<file path="src/rtl/vga_timing.sv">
// VGA raster timing generator: issues pixel requests, re-aligns the returned colour
// with delayed sync/blanking, and drives registered r/g/b/hs/vs pins.
module vga_timing #(
  parameter int H_ACTIVE = 640,
  parameter int H_FP     = 16,
  parameter int H_SYNC   = 96,
  parameter int H_BP     = 48,
  parameter int V_ACTIVE = 480,
  parameter int V_FP     = 10,
  parameter int V_SYNC   = 2,
  parameter int V_BP     = 33,
  parameter bit HS_POL   = 1'b0,
  parameter bit VS_POL   = 1'b0,
  parameter int PIX_LAT  = 1
) (
  input  logic       clk,
  input  logic       rst_n,
  output logic [9:0] x,
  output logic [9:0] y,
  output logic       active,
  output logic       line_start,
  output logic       frame_start,
  input  logic [3:0] r_in,
  input  logic [3:0] g_in,
  input  logic [3:0] b_in,
  output logic [3:0] r,
  output logic [3:0] g,
  output logic [3:0] b,
  output logic       hs,
  output logic       vs
);

  localparam int H_TOTAL = H_ACTIVE + H_FP + H_SYNC + H_BP;
  localparam int V_TOTAL = V_ACTIVE + V_FP + V_SYNC + V_BP;

  localparam logic [9:0] H_LAST   = 10'(H_TOTAL - 1);
  localparam logic [9:0] V_LAST   = 10'(V_TOTAL - 1);
  localparam logic [9:0] H_VIS    = 10'(H_ACTIVE);
  localparam logic [9:0] V_VIS    = 10'(V_ACTIVE);
  localparam logic [9:0] HS_FIRST = 10'(H_ACTIVE + H_FP);
  localparam logic [9:0] HS_LAST  = 10'(H_ACTIVE + H_FP + H_SYNC - 1);
  localparam logic [9:0] VS_FIRST = 10'(V_ACTIVE + V_FP);
  localparam logic [9:0] VS_LAST  = 10'(V_ACTIVE + V_FP + V_SYNC - 1);

  logic [9:0] h_q, h_d;
  logic [9:0] v_q, v_d;
  logic [9:0] x_q, x_d;
  logic [9:0] y_q, y_d;
  logic       line_start_q, line_start_d;
  logic       frame_start_q, frame_start_d;

  // Bit 0 is the request stage; bit PIX_LAT lines up with the returned colour.
  logic [PIX_LAT:0] act_pipe_q, act_pipe_d;
  logic [PIX_LAT:0] hs_pipe_q, hs_pipe_d;
  logic [PIX_LAT:0] vs_pipe_q, vs_pipe_d;

  logic [3:0] r_q, r_d;
  logic [3:0] g_q, g_d;
  logic [3:0] b_q, b_d;
  logic       hs_q, hs_d;
  logic       vs_q, vs_d;

  logic visible;
  logic hs_dec;
  logic vs_dec;

  always_comb begin
    h_d = h_q + 10'd1;
    v_d = v_q;
    if (h_q == H_LAST) begin
      h_d = '0;
      v_d = (v_q == V_LAST) ? '0 : v_q + 10'd1;
    end

    visible = (h_q < H_VIS) && (v_q < V_VIS);
    hs_dec  = (h_q >= HS_FIRST) && (h_q <= HS_LAST);
    vs_dec  = (v_q >= VS_FIRST) && (v_q <= VS_LAST);

    x_d           = visible ? h_q : '0;
    y_d           = visible ? v_q : '0;
    line_start_d  = (h_q == '0);
    frame_start_d = (h_q == '0) && (v_q == '0);

    act_pipe_d[0] = visible;
    hs_pipe_d[0]  = hs_dec;
    vs_pipe_d[0]  = vs_dec;
    for (int i = 1; i <= PIX_LAT; i++) begin
      act_pipe_d[i] = act_pipe_q[i-1];
      hs_pipe_d[i]  = hs_pipe_q[i-1];
      vs_pipe_d[i]  = vs_pipe_q[i-1];
    end

    // Colour is masked, not merely passed, so a source that ignores blanking stays dark.
    r_d  = act_pipe_q[PIX_LAT] ? r_in : '0;
    g_d  = act_pipe_q[PIX_LAT] ? g_in : '0;
    b_d  = act_pipe_q[PIX_LAT] ? b_in : '0;
    hs_d = hs_pipe_q[PIX_LAT] ? HS_POL : ~HS_POL;
    vs_d = vs_pipe_q[PIX_LAT] ? VS_POL : ~VS_POL;
  end

  always_ff @(posedge clk or negedge rst_n) begin
    if (!rst_n) begin
      h_q           <= '0;
      v_q           <= '0;
      x_q           <= '0;
      y_q           <= '0;
      line_start_q  <= 1'b0;
      frame_start_q <= 1'b0;
      act_pipe_q    <= '0;
      hs_pipe_q     <= '0;
      vs_pipe_q     <= '0;
      r_q           <= '0;
      g_q           <= '0;
      b_q           <= '0;
      hs_q          <= ~HS_POL;
      vs_q          <= ~VS_POL;
    end else begin
      h_q           <= h_d;
      v_q           <= v_d;
      x_q           <= x_d;
      y_q           <= y_d;
      line_start_q  <= line_start_d;
      frame_start_q <= frame_start_d;
      act_pipe_q    <= act_pipe_d;
      hs_pipe_q     <= hs_pipe_d;
      vs_pipe_q     <= vs_pipe_d;
      r_q           <= r_d;
      g_q           <= g_d;
      b_q           <= b_d;
      hs_q          <= hs_d;
      vs_q          <= vs_d;
    end
  end

  assign x           = x_q;
  assign y           = y_q;
  assign active      = act_pipe_q[0];
  assign line_start  = line_start_q;
  assign frame_start = frame_start_q;
  assign r           = r_q;
  assign g           = g_q;
  assign b           = b_q;
  assign hs          = hs_q;
  assign vs          = vs_q;

endmodule

</file>
<file path="config.mk">
export PLATFORM = sky130hd
export DESIGN_NAME = vga_timing
export DESIGN_NICKNAME = d
export VERILOG_FILES = /design/src/rtl/vga_timing.sv
export SDC_FILE = /design/constraint.sdc
export NUM_CORES = 1
export LEC_CHECK = 0
export BUFFER_PORTS_ARGS = -buffer_cell sky130_fd_sc_hd__clkbuf_2
export CAP_MARGIN = 0
export CORE_MARGIN = 2
export CORE_UTILIZATION = 51
export DETAILED_ROUTE_END_ITERATION = 16
export PLACE_DENSITY = 0.75
export SYNTH_ARGS = -nofsm -noshare
export SYNTH_HDL_FRONTEND = slang
export SYNTH_SLANG_ARGS = --single-unit
export TNS_END_PERCENT = 50
</file>
<file path="constraint.sdc">
create_clock -name clk -period 4.2 [get_ports clk]
set_input_delay 0 -clock clk [delete_from_list [all_inputs] [get_ports clk]]
set_output_delay 0 -clock clk [all_outputs]
set_load 0.005 [all_outputs]
</file>
==> results.cfg, run 1 <==
[global_route]
track_usage = 0.1862
grt_pass1_vias = 1597
grt_pass1_wl_um = 7224
overflow = 0
antenna_found_initial = 0
grt_max_degree = 63

[power_and_ir_drop]
intPower_mw = 1.051
vdd.ir_drop.worst_mv = 0.2528
power.density_nw_per_um2 = 420.8
p_comb_frac = 0.030
p_seq_frac = 0.470
p_clk_frac = 0.500
switchingPower_uw = 236.5
power.leakage_nw = 1.495
switching_share = 0.1838
finalPower_mw = 1.287

[synth]
synth-compound-area-share = 0.04624
syn_avg_cell_area_um2 = 12.60
synthSimpleGateAreaFrac = 0.2128
synth-xor-area-share = 0.03678
synthMuxAreaShare = 0.004729
synth_top_family_by_area = simple AND/OR/NAND/NOR gates
netlist_instances = 189
async_flop_share = 1.000
synth-edff-count = 0
syn_nets = 207
synth_seq_cells = 62
synthAdderAreaFrac = 0.02102
syn-cell-area_um2 = 2381
synth_flop_cell = dfrtp_1
synth_cell_types = 38
ys_seq_area_frac = 0.6527
yosysWarnings = 0

[drt]
m1WireLength_um = 1852
wl_um = 4342
drc = 0
routedWlPerCell_um = 13.74
wl_met3_um = 334
routed_via_density = 5.003
ant_nets = 0
highest_layer = met4
drtPass1Iterations = 4
wl_met2_um = 2046
drt_iter0_drc = 96
vias = 1581

[layout]
utilization = 0.6930
stdcell_area_um2 = 3059
nets = 277
final_cells = 316
antenna_cells = 0
fillers = 310
drive_gt1_frac = 0.3106
area_growth_pct = 28.48

[clock_tree]
cts_buffer_depth = 2
numClockSinks = 62
cts-root-buf = clkbuf_8
clkTransAtPathRegs_ns = 0.07
clk_latency_ns = 0.34
cts_tree = yes
cts_buffers = 9
cts.htree.levels = 3
post_cts_buffers = 0

[sta]
fin_crit_ns = 1.999
setup_ws_ns = 2.201
slew_headroom = 0.5072
worstMarginPinSlew_ns = 0.7393
period_share = 0.4759
tns_ns = 0
hold_viol = 0
rsz0062_at_grt = no
setup_viol = 0
fmax_ghz = 0.5003
holdWs_ns = 0.3487
drv_slew = 0
fin_skew_ns = 0.005986

[floorplan]
io_pins = 51
die_x_um = 72.33
floorplan.initialDensity = 0.5394
coreArea_um2 = 4414
rows = 24
floorplan.die_area_um2 = 5231
die_height_um = 72.33

[setup_path]
crit_fanout = 12
worstReg2RegStart = h_q[0]
crit_required_ns = 4.43
setup.worst_path.start = h_q[0]
path_class = reg -> reg
cp.arrival_ns = 2.22
setup.worst_path.start_class = flop
worst_setup_path_end_kind = flop

[placed_design]
dpl.hpwl_um = 2696
port_buffers = 50
place_congestion = 0.8652
placed_cells = 287
place_area_um2 = 2680
pre_cts_ws_ns = 2.201

[outcome]
status = complete, no violations

[flow_run]
drv_cap = 0

[min_path]
hp-class = in -> async
final cells by class:
class | count | area (µm²) | share of cell area
multi-input combinational | 114 | 769.5 | 0.2515
timing repair buffer | 65 | 395.4 | 0.1292
inverter | 7 | 26.28 | 0.008589
clock inverter | 3 | 90.09 | 0.02945
sequential | 62 | 1554 | 0.5080
tap | 52 | 65.06 | 0.02127
clock buffer | 13 | 158.9 | 0.05194
power groups by stage:
stage	combinational [mW]	clock, mW	sequential (mW)
after floorplan	0.00397	0	0.617
after global routing	0.0436	0.684	0.605
after CTS	0.0390	0.655	0.605
after global placement	0.0289	0	0.616
final	0.0384	0.643	0.605
after detailed placement	0.0294	0	0.616
worst paths after layout:
path | endpoint | slack, ns | cells past startpoint
worst max-delay path | v_q[4] | 2.20 | 6
worst min-delay path | y[9] | 0.35 | 3
worst max register to register | v_q[4] | 2.20 | 6
worst min register to register | hs | 0.35 | 1
max in group asynchronous | v_q[6] | 3.37 | 3
min in group clk | hs | 0.35 | 1
timing repair:
action | CTS | global route
hold buffers | 13 | 0
resized for setup | 0 | 0
endpoints found under the hold margin | 72 | 0
state kept, by name, indices dropped and copies added (netlist names):
name and count:
vs 1, r 4, act_pipe_q 2, b 4
y 10, v_q 10, g 4, line_start 1
vs_pipe_q 2, x 10, hs 1, frame_start 1
hs_pipe_q 2, h_q 10
per-layer routing:
layer  vias up  GRT usage
li1        769          -
met1       746     0.2216
met4         0    0.09434
met5         -          0
met3        12    0.06806
met2        54     0.2977
synth_stat cells, types with 2 or more instances:
master / n / area, µm²
dfrtp_1: 60 / 1501
nand2_1: 4 / 15.01
clkbuf_1: 4 / 15.01
dfstp_2: 2 / 52.55
ha_1: 4 / 50.05
o21ai_0: 6 / 30.03
o21a_1: 2 / 15.01
and2_1: 30 / 187.7
and3_2: 4 / 30.03
and3_1: 2 / 12.51
o31ai_1: 2 / 15.01
nor4_1: 2 / 12.51
xor2_1: 3 / 26.28
inv_1: 7 / 26.28
nand4_1: 6 / 37.54
a21oi_1: 3 / 15.01
nor3_1: 5 / 25.02
and2_2: 2 / 15.01
nand3_1: 9 / 45.04
nor2_1: 8 / 30.03
xnor2_1: 7 / 61.31
critical path, stage by stage (launching register included):
cell	delay (ns)
dfrtp_1	0.42
ha_1	0.23
nand3_1	0.14
nor3_1	0.45
buf_4	0.27
nand4_1	0.11
mux2_2	0.28
cell usage in the layout, fill, tap and decap left out, drive strengths merged, types with 2 or more instances in the layout:
cell / count
dfrtp: 60
ha: 4
and3: 6
dlygate4sd3: 13
or4: 2
nor2: 8
dfstp: 2
o31ai: 2
nor3: 5
nand4: 6
o21ai: 6
buf: 2
xnor2: 7
nand2: 4
nand3: 9
clkbuf: 63
and2: 32
o21a: 2
inv: 7
bufinv: 3
nor4: 2
a21oi: 3
xor2: 3
a21o: 2
cells by family (layout without fill, tap and decap cells):
kind of cell | after synthesis | in the layout
simple gates | 81 | 81
flops | 62 | 62
compound gates | 17 | 17
buf+inv | 13 | 88
xor+xnor | 10 | 10
fa+ha+maj | 4 | 4
other cells | 1 | 1
mux | 1 | 1
No activity file was read; power rests on OpenSTA's default activity.
==> run 2: changes to the inputs <==
Settings changed: ABC_AREA set to 1, CORE_UTILIZATION 51 to 49.
Clock period 4.2 ns to 1.64 ns, I/O delays scaled along.
==> run 2 against run 1 <==
Net effect: first-iteration DRC count fell by 36%; area after synthesis rose by 6.5%; setup slack got worse by 2.0 ns; combinational power rose to 2.8 times the previous value; sequential share of layout area fell by 2.0 points; sequential power rose to 2.6 times the previous value; non-clock buffer count rose by 1; critical path depth did not move; core utilization fell by 6.2 points; power rose by 110%.
==> results.cfg, run 2 <==
[outcome]
status = complete, no violations

[layout]
final_cells = 414
register_area_um2 = 1554
drive_gt1_frac = 0.2500
most-common-layout-cells = 60 x dfrtp_1, 50 x clkbuf_2, 49 x nand2_1
antenna_cells = 0
layout_commonest_cell = dfrtp_1
fillers = 407
area_growth_pct = 25.51
nets = 357
multiInputGateArea_um2 = 772.0

[synth]
synth_seq_cells = 62
syn-cell-area_um2 = 2536
synth_area_leader_cell = dfrtp_1
async_flop_share = 1.000
ys_top_cells_by_count = 60 x dfrtp_1, 49 x nand2_1, 46 x inv_1
yosys-top-cells-area = dfrtp_1 59%, nand2_1 7.3%, inv_1 6.8%
synth_flop_cell = dfrtp_1
synth_most_common_cell = dfrtp_1
synth_top_area_frac = 0.5920
netlist_instances = 267
syn_avg_cell_area_um2 = 9.499
ys_seq_area_frac = 0.6127
yosysWarnings = 0
syn_nets = 285
synth-edff-count = 0
synth_cell_types = 26

[setup_path]
worstPathCellList = ha_1, nand2_2, nor2_4, nand3_4, nor2_1, xor2_1
worst_setup_path_end_kind = flop
critPathSlowestCell = dfrtp_1
crit_buf_inv = 0
critPathMaxStageDelay_ns = 0.38
setup.worst_path.start_class = flop
crit_fanout = 14
cp.arrival_ns = 1.69
crit_required_ns = 1.90
path_class = reg -> reg
critical_path.top_delay_family = simple AND/OR/NAND/NOR gates

[power_and_ir_drop]
switching_share = 0.2262
p_seq_frac = 0.561
intPower_mw = 2.140
switchingPower_uw = 625.4
power.leakage_nw = 1.770
p_clk_frac = 0.401
p_comb_frac = 0.039
power.density_nw_per_um2 = 868.7
vdd.ir_drop.worst_mv = 0.3963

[clock_tree]
numClockSinks = 62
clkTransAtPathRegs_ns = 0.07
post_cts_buffers = 0
cts_tree = yes
cts-root-buf = clkbuf_8
clk_latency_ns = 0.33
cts.htree.levels = 3
cts_buffer_depth = 2
cts_buffers = 9

[global_route]
grt_pass1_vias = 1982
antenna_found_initial = 0
overflow = 0
grt_pass1_wl_um = 8618
track_usage = 0.1905
grt_max_degree = 26

[drt]
routed_via_density = 4.686
drc = 0
routedWlPerCell_um = 11.63
wl_um = 4816
drtPass1Iterations = 6
drt_iter0_drc = 61
vias = 1940
ant_nets = 0

[flow_run]
drv_cap = 0

[sta]
setup_viol = 0
fin_skew_ns = 0.006422
hold_viol = 0
slew_headroom = 0.5976
drv_slew = 0
worstMarginPinSlew_ns = 0.6035
rsz0062_at_grt = no
period_share = 0.8746
tns_ns = 0
fin_crit_ns = 1.434
fmax_ghz = 0.6972

[placed_design]
port_buffers = 50
placed_cells = 385
dpl.hpwl_um = 3269
place_congestion = 0.8481

[floorplan]
die_height_um = 75.95
rows = 26
die_x_um = 75.95
floorplan.initialDensity = 0.5030
coreArea_um2 = 5042
floorplan.die_area_um2 = 5768
io_pins = 51

[min_path]
hp-class = in -> async
## run 2: layout make-up
type / instances / area share
clock buffer: 10 / 0.04009
clock inverter: 6 / 0.01219
inverter: 50 / 0.05896
multi-input combinational: 150 / 0.2425
sequential: 62 / 0.4882
tap: 70 / 0.02752
timing repair buffer: 66 / 0.1305
## run 2: power groups by stage
stage / combinational [mW] / clock [mW] / sequential [mW]
after floorplan: 0.0110 / 0 / 1.58
after global placement: 0.0814 / 0 / 1.58
after detailed placement: 0.0823 / 0 / 1.58
after CTS: 0.107 / 1.14 / 1.55
after global routing: 0.120 / 1.22 / 1.55
final: 0.107 / 1.11 / 1.55
## run 2: kinds of logic after synthesis
family	after synthesis	synth area share
AO/OA/AOI/OAI	11	0.02615
XOR/XNOR	8	0.02763
adder cells (fa/ha/maj)	4	0.01973
buffers and inverters	55	0.08584
flip-flops	62	0.6127
other	1	0.001479
AND/OR/NAND/NOR	126	0.2264
## run 2: metal layers
metal	GRT usage	share of wire
met4	0.1291	0.025
met5	0	0
met2	0.3045	0.48
met1	0.2269	0.43
met3	0.05000	0.061
## run 2: final timing paths
check | from | end | slack, ns | cells past startpoint
worst max-delay path | h_q[0] | v_q[6] | 0.21 | 6
worst max register to register | h_q[0] | v_q[6] | 0.21 | 6
min in group clk | vs_pipe_q[0] | vs_pipe_q[1] | 0.35 | 0
worst min-delay path | rst_n | r[0] | 0.20 | 2
max in group asynchronous | rst_n | h_q[1] | 0.83 | 3
worst min register to register | vs_pipe_q[0] | vs_pipe_q[1] | 0.35 | 0
## run 2: through the flow
step | instance area [µm²] | setup WS [ns] | utilization | hold WS [ns] | power, mW
3_3_place_gp | 2879 | 0.2397 | 0.5710 | 0.03028 | 1.659
3_5_place_dp | 2879 | 0.08784 | 0.5710 | 0.03337 | 1.660
2_1_floorplan | 2536 | 0.4208 | - | -0.2956 | 1.592
6_report | 3183 | 0.2056 | 0.6313 | 0.2028 | 2.765
4_1_cts | 3176 | 0.07431 | 0.6298 | 0.2042 | 2.799
5_1_grt | 3183 | 0.08276 | 0.6313 | 0.2332 | 2.888
## run 2: worst register-to-register path: cells and delay by family (launching register included)
kind          cells  cell delay, ns
simple gates      4            0.60
flops             1            0.38
fa+ha+maj         1            0.21
xor+xnor          1            0.17
## run 2: timing repair
item                                    4_1_cts  5_1_grt
hold endpoints to repair                     33        0
hold buffers                                 13        0
gates resized for setup                       0        1
endpoints found under the setup margin        0        3
